### src/rtl/load_store_unit_pkg.sv
// Shared definitions for the load/store unit and the access decoder.
//   access_type_t : 4-bit memory access encoding; bit 3 = store, bits 1:0 = log2(size)
//   lsu_state_t   : load/store unit FSM states
//   EXC_*         : exception cause codes reported on resp_cause
//   access_size / check_access : helpers for size and exception detection
package common;

    typedef enum logic [3:0] {
        LB  = 4'h0,
        LH  = 4'h1,
        LW  = 4'h2,
        LD  = 4'h3,
        LBU = 4'h4,
        LHU = 4'h5,
        LWU = 4'h6,
        SB  = 4'h8,
        SH  = 4'h9,
        SW  = 4'hA,
        SD  = 4'hB
    } access_type_t;

    typedef enum logic [1:0] {
        IDLE = 2'd0,
        REQ  = 2'd1,
        WAIT = 2'd2,
        RESP = 2'd3
    } lsu_state_t;

    localparam logic [3:0] EXC_ILLEGAL     = 4'd2;
    localparam logic [3:0] EXC_LD_MISALIGN = 4'd4;
    localparam logic [3:0] EXC_LD_FAULT    = 4'd5;
    localparam logic [3:0] EXC_ST_MISALIGN = 4'd6;
    localparam logic [3:0] EXC_ST_FAULT    = 4'd7;

    // The encoding is laid out so the low two bits are log2 of the access size.
    function automatic logic [1:0] access_size(input logic [3:0] t);
        return t[1:0];
    endfunction

    // Returns {exc, cause}. Illegal width wins over misalignment.
    // off is the byte offset within the data word, zero-padded to 3 bits.
    function automatic logic [4:0] check_access(input logic [3:0] t,
                                                input logic [2:0] off,
                                                input logic       wide);
        logic       legal;
        logic [2:0] amask;
        legal = !(t == 4'h7 || t > 4'hB) &&
                (wide || !(t == LD || t == SD || t == LWU));
        amask = 3'((4'd1 << access_size(t)) - 4'd1);
        if (!legal)
            return {1'b1, EXC_ILLEGAL};
        if ((off & amask) != 3'd0)
            return {1'b1, t[3] ? EXC_ST_MISALIGN : EXC_LD_MISALIGN};
        return 5'd0;
    endfunction

endpackage

### src/rtl/load_store_unit_align.sv
// lsu_align: combinational lane steering for the load/store unit.
//   acc_type : captured access type
//   off      : byte offset of the access within the data word
//   st_data  : right-aligned store data   -> st_lanes : store data moved onto its byte lanes
//                                          -> strb     : byte strobes for the access
//   ld_raw   : raw bus read data          -> ld_data  : shifted down and sign/zero extended
module lsu_align
    import common::*;
#(
    parameter int XLEN = 32
) (
    input  logic [3:0]                 acc_type,
    input  logic [$clog2(XLEN/8)-1:0]  off,
    input  logic [XLEN-1:0]            st_data,
    output logic [XLEN-1:0]            st_lanes,
    output logic [XLEN/8-1:0]          strb,
    input  logic [XLEN-1:0]            ld_raw,
    output logic [XLEN-1:0]            ld_data
);
    localparam int NB = XLEN / 8;

    logic [7:0]      size_mask;
    logic [XLEN-1:0] sh;

    always_comb begin
        case (access_size(acc_type))
            2'd0:    size_mask = 8'h01;
            2'd1:    size_mask = 8'h03;
            2'd2:    size_mask = 8'h0F;
            default: size_mask = 8'hFF;
        endcase
    end

    // A doubleword mask truncates harmlessly at XLEN=32; that width is rejected as illegal anyway.
    assign strb     = NB'(size_mask) << off;
    assign st_lanes = st_data << {off, 3'b000};
    assign sh       = ld_raw >> {off, 3'b000};

    // Size casts of signed operands sign-extend, unsigned ones zero-extend.
    always_comb begin
        case (access_type_t'(acc_type))
            LB:      ld_data = XLEN'($signed(sh[7:0]));
            LH:      ld_data = XLEN'($signed(sh[15:0]));
            LW:      ld_data = XLEN'($signed(sh[31:0]));
            LBU:     ld_data = XLEN'(sh[7:0]);
            LHU:     ld_data = XLEN'(sh[15:0]);
            LWU:     ld_data = XLEN'(sh[31:0]);
            LD:      ld_data = sh;
            default: ld_data = '0;
        endcase
    end

endmodule

### src/rtl/load_store_unit.sv
// load_store_unit: one-at-a-time load/store engine between execute and the data-memory bus.
// Accepts an operation (req_*), checks width/alignment, issues one bus transaction
// (bus_req_* / bus_resp_*), and returns extended load data or an exception (resp_*).
//   clk, rst_n              : clock, synchronous active-low reset
//   req_valid/ready/type/addr/wdata : operation from the pipeline
//   resp_valid/ready/rdata/exc/cause: result to the pipeline
//   bus_req_valid/ready, bus_we/addr/wdata/strb : bus request
//   bus_resp_valid/rdata/err          : bus response (read data or write ack)
//   busy                    : high whenever not IDLE
// Optional feature: define LSU_TIMEOUT_EN to abort a bus access after TIMEOUT_CYCLES
// cycles in REQ/WAIT with a fault cause; otherwise the unit waits indefinitely.
module load_store_unit
    import common::*;
#(
    parameter int XLEN           = 32,
    parameter int ADDR_W         = 32,
    parameter int TIMEOUT_CYCLES = 255
) (
    input  logic              clk,
    input  logic              rst_n,
    input  logic              req_valid,
    output logic              req_ready,
    input  logic [3:0]        req_type,
    input  logic [ADDR_W-1:0] req_addr,
    input  logic [XLEN-1:0]   req_wdata,
    output logic              resp_valid,
    input  logic              resp_ready,
    output logic [XLEN-1:0]   resp_rdata,
    output logic              resp_exc,
    output logic [3:0]        resp_cause,
    output logic              bus_req_valid,
    input  logic              bus_req_ready,
    output logic              bus_we,
    output logic [ADDR_W-1:0] bus_addr,
    output logic [XLEN-1:0]   bus_wdata,
    output logic [XLEN/8-1:0] bus_strb,
    input  logic              bus_resp_valid,
    input  logic [XLEN-1:0]   bus_resp_rdata,
    input  logic              bus_resp_err,
    output logic              busy
);
    localparam int NB    = XLEN / 8;
    localparam int OFF_W = $clog2(NB);

    if ((XLEN != 32 && XLEN != 64) || TIMEOUT_CYCLES < 1) begin : g_bad_param
        $error("load_store_unit: XLEN must be 32 or 64 and TIMEOUT_CYCLES at least 1");
    end

    lsu_state_t        state_q, state_d;
    logic [3:0]        type_q;
    logic [ADDR_W-1:0] addr_q;
    logic [XLEN-1:0]   wdata_q;
    logic [XLEN-1:0]   rdata_q;
    logic              exc_q;
    logic [3:0]        cause_q;

    logic              acc_exc;
    logic [3:0]        acc_cause;
    logic              tmo;
    logic              in_req, in_resp, is_store;
    logic [3:0]        fault_cause;
    logic [XLEN-1:0]   al_wdata, al_rdata;
    logic [NB-1:0]     al_strb;

    // Exception screening looks at the live request so faulting ops reach RESP in one cycle.
    assign {acc_exc, acc_cause} = check_access(req_type, 3'(req_addr[OFF_W-1:0]), XLEN == 64);

    assign in_req      = (state_q == REQ);
    assign in_resp     = (state_q == RESP);
    assign is_store    = type_q[3];
    assign fault_cause = is_store ? EXC_ST_FAULT : EXC_LD_FAULT;

    lsu_align #(.XLEN(XLEN)) u_align (
        .acc_type (type_q),
        .off      (addr_q[OFF_W-1:0]),
        .st_data  (wdata_q),
        .st_lanes (al_wdata),
        .strb     (al_strb),
        .ld_raw   (bus_resp_rdata),
        .ld_data  (al_rdata)
    );

`ifdef LSU_TIMEOUT_EN
    localparam int CNT_W = $clog2(TIMEOUT_CYCLES + 1);
    logic [CNT_W-1:0] tmo_cnt_q;

    always_ff @(posedge clk) begin
        if (!rst_n)
            tmo_cnt_q <= '0;
        else if (state_q == IDLE)
            tmo_cnt_q <= '0;
        else if (state_q == REQ || state_q == WAIT)
            tmo_cnt_q <= tmo_cnt_q + 1'b1;
    end

    // Fires during the TIMEOUT_CYCLES-th cycle spent in REQ/WAIT.
    assign tmo = (state_q == REQ || state_q == WAIT) &&
                 (tmo_cnt_q >= CNT_W'(TIMEOUT_CYCLES - 1));
`else
    assign tmo = 1'b0;
`endif

    always_ff @(posedge clk) begin
        if (!rst_n)
            state_q <= IDLE;
        else
            state_q <= state_d;
    end

    // A handshake or response arriving in the timeout cycle takes priority over the abort.
    always_comb begin
        state_d = state_q;
        case (state_q)
            IDLE: if (req_valid)          state_d = acc_exc ? RESP : REQ;
            REQ:  if (bus_req_ready)      state_d = WAIT;
                  else if (tmo)           state_d = RESP;
            WAIT: if (bus_resp_valid || tmo) state_d = RESP;
            RESP: if (resp_ready)         state_d = IDLE;
            default:                      state_d = IDLE;
        endcase
    end

    always_ff @(posedge clk) begin
        if (!rst_n) begin
            type_q  <= '0;
            addr_q  <= '0;
            wdata_q <= '0;
            rdata_q <= '0;
            exc_q   <= 1'b0;
            cause_q <= '0;
        end else begin
            case (state_q)
                IDLE: if (req_valid) begin
                    type_q  <= req_type;
                    addr_q  <= req_addr;
                    wdata_q <= req_wdata;
                    rdata_q <= '0;
                    exc_q   <= acc_exc;
                    cause_q <= acc_cause;
                end
                REQ: if (tmo && !bus_req_ready) begin
                    exc_q   <= 1'b1;
                    cause_q <= fault_cause;
                end
                WAIT: if (bus_resp_valid) begin
                    exc_q   <= bus_resp_err;
                    cause_q <= bus_resp_err ? fault_cause : 4'd0;
                    rdata_q <= (bus_resp_err || is_store) ? '0 : al_rdata;
                end else if (tmo) begin
                    exc_q   <= 1'b1;
                    cause_q <= fault_cause;
                end
                default: ;
            endcase
        end
    end

    // Outputs come only from state and captured registers; bus/resp fields read 0 outside their phase.
    assign req_ready     = rst_n && (state_q == IDLE);
    assign busy          = (state_q != IDLE);
    assign bus_req_valid = in_req;
    assign bus_we        = in_req && is_store;
    assign bus_addr      = in_req ? {addr_q[ADDR_W-1:OFF_W], {OFF_W{1'b0}}} : '0;
    assign bus_wdata     = (in_req && is_store) ? al_wdata : '0;
    assign bus_strb      = in_req ? al_strb : '0;
    assign resp_valid    = in_resp;
    assign resp_rdata    = in_resp ? rdata_q : '0;
    assign resp_exc      = in_resp && exc_q;
    assign resp_cause    = in_resp ? cause_q : 4'd0;

endmodule

### config.mk
export PLATFORM = sky130hd
export DESIGN_NAME = load_store_unit
export DESIGN_NICKNAME = d
export VERILOG_FILES = /design/src/rtl/load_store_unit_pkg.sv /design/src/rtl/load_store_unit_align.sv /design/src/rtl/load_store_unit.sv
export SDC_FILE = /design/constraint.sdc
export NUM_CORES = 1
export LEC_CHECK = 0
export CORE_MARGIN = 3
export CORE_UTILIZATION = 35
export DETAILED_ROUTE_END_ITERATION = 16
export DONT_BUFFER_PORTS = 1
export PLACE_DENSITY = 0.54
export SLEW_MARGIN = 5
export SYNTH_ARGS = -nofsm -noshare
export SYNTH_HDL_FRONTEND = slang
export SYNTH_SLANG_ARGS = --single-unit
### constraint.sdc
create_clock -name clk -period 4.3 [get_ports clk]
set_input_delay 1.075 -clock clk [delete_from_list [all_inputs] [get_ports clk]]
set_output_delay 1.075 -clock clk [all_outputs]
set_load 0.005 [all_outputs]
==> impl_metrics.csv <==
group,metric,value,unit
clocking,clk_path_buf_depth,2,
clocking,numCtsBuffers,9,
timing,setup_violations,0,
cells_and_area,multiInputGateArea,3280,sq um
logic_synthesis,synth-edff-count,0,
cells_and_area,fillerInstances,1738,
timing,rsz0062_at_grt,"no",
grt,grt_max_degree,95,
die,die_y,134,um
logic_synthesis,synthTopCellsByCount,"149 x nand2_1, 106 x dfxtp_1, 101 x a21oi_1",
critical_path,critPathArrivalTime,2160,ps
logic_synthesis,post_synth.cell_area_avg,7.74,sq um
critical_path,cp-start-kind,"register",
placed_design,gp_congestion,0.829,
die,io_pins,217,
die,row_count,46,
timing,tightest_slew,1240,ps
job,cap_violations,0,
critical_path,critPathKind,"register to output port",
timing,fmax,309,MHz
critical_path,cp.required,3220,ps
clocking,hold_buffers,0,
critical_path,cpMaxStageDelayCell,"nor2_1",
die,core,16000,sq um
clocking,clkSinkCount,106,
critical_path,r2r_setup_slack,1640,ps
cells_and_area,antenna_cells,0,
logic_synthesis,synth_most_common_cell,"nand2_1",
cells_and_area,regArea,2120,sq um
route,post_drt_wl_per_cell,18.9,um
critical_path,path_max_fanout,9,
cells_and_area,final_util,38.0,%
logic_synthesis,yosysTopAreaCellShare,36.9,%
route,wirelength,17400,um
min_path,hold_class,"register to register",
outcome,outcome,"completed",
grt,grt_pass1_vias,4813,
timing,fin_crit_sh,75.2,%
min_path,worstHoldStart,"wdata_q[25]",
route,drt_iter0_markers,277,
timing,fin_crit,3230,ps
route,dr.pass1.iters,4,
critical_path,endpoint_kind,"output port",
critical_path,worstReg2RegStart,"addr_q[0]",
logic_synthesis,netlist_instances,742,
cells_and_area,syn2layout_area_growth,5.75,%
route,viasPerCell,5.52,
cells_and_area,layout.nets,811,
logic_synthesis,ys_warn_count,0,
logic_synthesis,synth.area.top_cells,"dfxtp_1 37%, nand2_1 9.7%, a21oi_1 8.8%",
clocking,path_clk_slew,80,ps
cells_and_area,final_area,6070,sq um
critical_path,crit_path_start,"state_q[1]",
logic_synthesis,synth_area,5740,sq um
timing,holdWs,452,ps
pwr,ir_worst_vdd,0.000234,V
grt,overflow,0,
clocking,clk_latency,350,ps
grt,grt_pass1_wl,26900,um
timing,hold_violations,0,
grt,antenna_found_initial,1,
die,die_area,18000,sq um
placed_design,place_area,5780,sq um
timing,fin_worst_skew,9.86,ps
critical_path,cp_slowest_stage_delay,510,ps
logic_synthesis,async_reset_ff_share,0,%
placed_design,port_buffers,0,
clocking,cts_root_buf,"clkbuf_16",
logic_synthesis,yosysTopAreaCell,"dfxtp_1",
clocking,postCtsResizedCells,0,
logic_synthesis,yosys_register_bits,106,
pwr,leakage,2.05,nW
placed_design,hpwl,12300,um
cells_and_area,drive_above_1_share,6.96,%
timing,tns,0,ps
critical_path,worstPathCellList,"inv_1 -> ha_1 -> nand3b_1 -> nor2_1 -> and2_1",
route,drc,0,
die,initial_core_util,35.9,%
die,die_w,134,um
grt,track_usage,18.6,%
pwr,power.density,524,nW/um^2
clocking,cts_tree,"done",
clocking,post-cts-setup-buffers,0,
logic_synthesis,synthDistinctLibCells,48,
clocking,htree_levels,3,
route,vias,5078,
logic_synthesis,yosys_most_used_dff,"dfxtp_1",
timing,slew_violations,0,
timing,max_slew_margin,17.0,%
logic_synthesis,yosysSeqAreaShare,36.9,%
route,postRouteAntennaNets,0,
-- sequential cells by signal, indices dropped and copies added, names as in the netlist --
signal and cells:
state_q 2, addr_q 32, type_q 4, wdata_q 32
exc_q 1, cause_q 3, rdata_q 32
-- report_power, final --
| group | leakage [nW] | internal, mW | total (mW) | switching (mW) |
|---|---|---|---|---|
| clock | 0.127 | 0.452 | 0.839 | 0.386 |
| sequential | 0.865 | 1.12 | 1.26 | 0.136 |
| combinational | 1.05 | 0.348 | 1.09 | 0.739 |
-- metal layers --
metal / global-route usage (%) / vias up / part of all wire (%)
met2: 29.4 / 200 / 45
met3: 5.74 / 29 / 9.0
met1: 24.0 / 2393 / 43
met5: 0 / - / 0.075
met4: 7.07 / 2 / 2.2
li1: - / 2454 / -
-- per-stage QoR --
step	power [mW]	setup slack [ps]	instances
finish	3.18	1070	920
CTS	3.22	1010	920
detailed placement	2.37	1410	904
global route	3.41	795	920
floorplan	2.15	1740	744
global placement	2.34	1490	904
-- worst paths after layout --
check | depth (start not counted) | endpoint
hold / removal | 2 | wdata_q[25]
setup reg to reg | 5 | rdata_q[24]
hold reg to reg | 2 | wdata_q[25]
setup / recovery | 5 | bus_wdata[3]
-- layout make-up --
class,instances,share of cell area (%)
Clock buffer,10,3.77
Clock inverter,6,1.11
Inverter,8,0.494
Multi-Input combinational cell,564,54.0
Sequential cell,106,35.0
Tap cell,216,4.45
Timing Repair Buffer,10,1.24
-- layout by cell type, fill, tap and decap left out, drive strengths merged, types with 8 or more instances in the layout --
master / count
inv: 8
and2: 75
o21ai: 14
nor2: 44
nand2: 149
a21oi: 102
a211oi: 34
mux2i: 25
a32oi: 8
nand3: 11
clkbuf: 10
nor2b: 18
buf: 10
o2bb2ai: 8
dfxtp: 106
a211o: 9
mux2: 8
a22oi: 17
-- cells by family after synthesis --
family	share of synthesized area, %
adders and majority gates	1.09
other	0.0653
AOI/OAI and AO/OA	22.7
xor gates and xnor gates	0.153
DFF	36.9
muxes	6.32
buffers and inverters	6.19
and+or+nand+nor	26.6
-- critical path, delay by kind of cell, from the launching register on --
family / cells / cell delay [ps]
and+or+nand+nor: 3 / 1080
adders and majority gates: 1 / 280
DFF: 1 / 350
buffers and inverters: 1 / 110
Note: power is estimated with default switching activity, not from simulation.
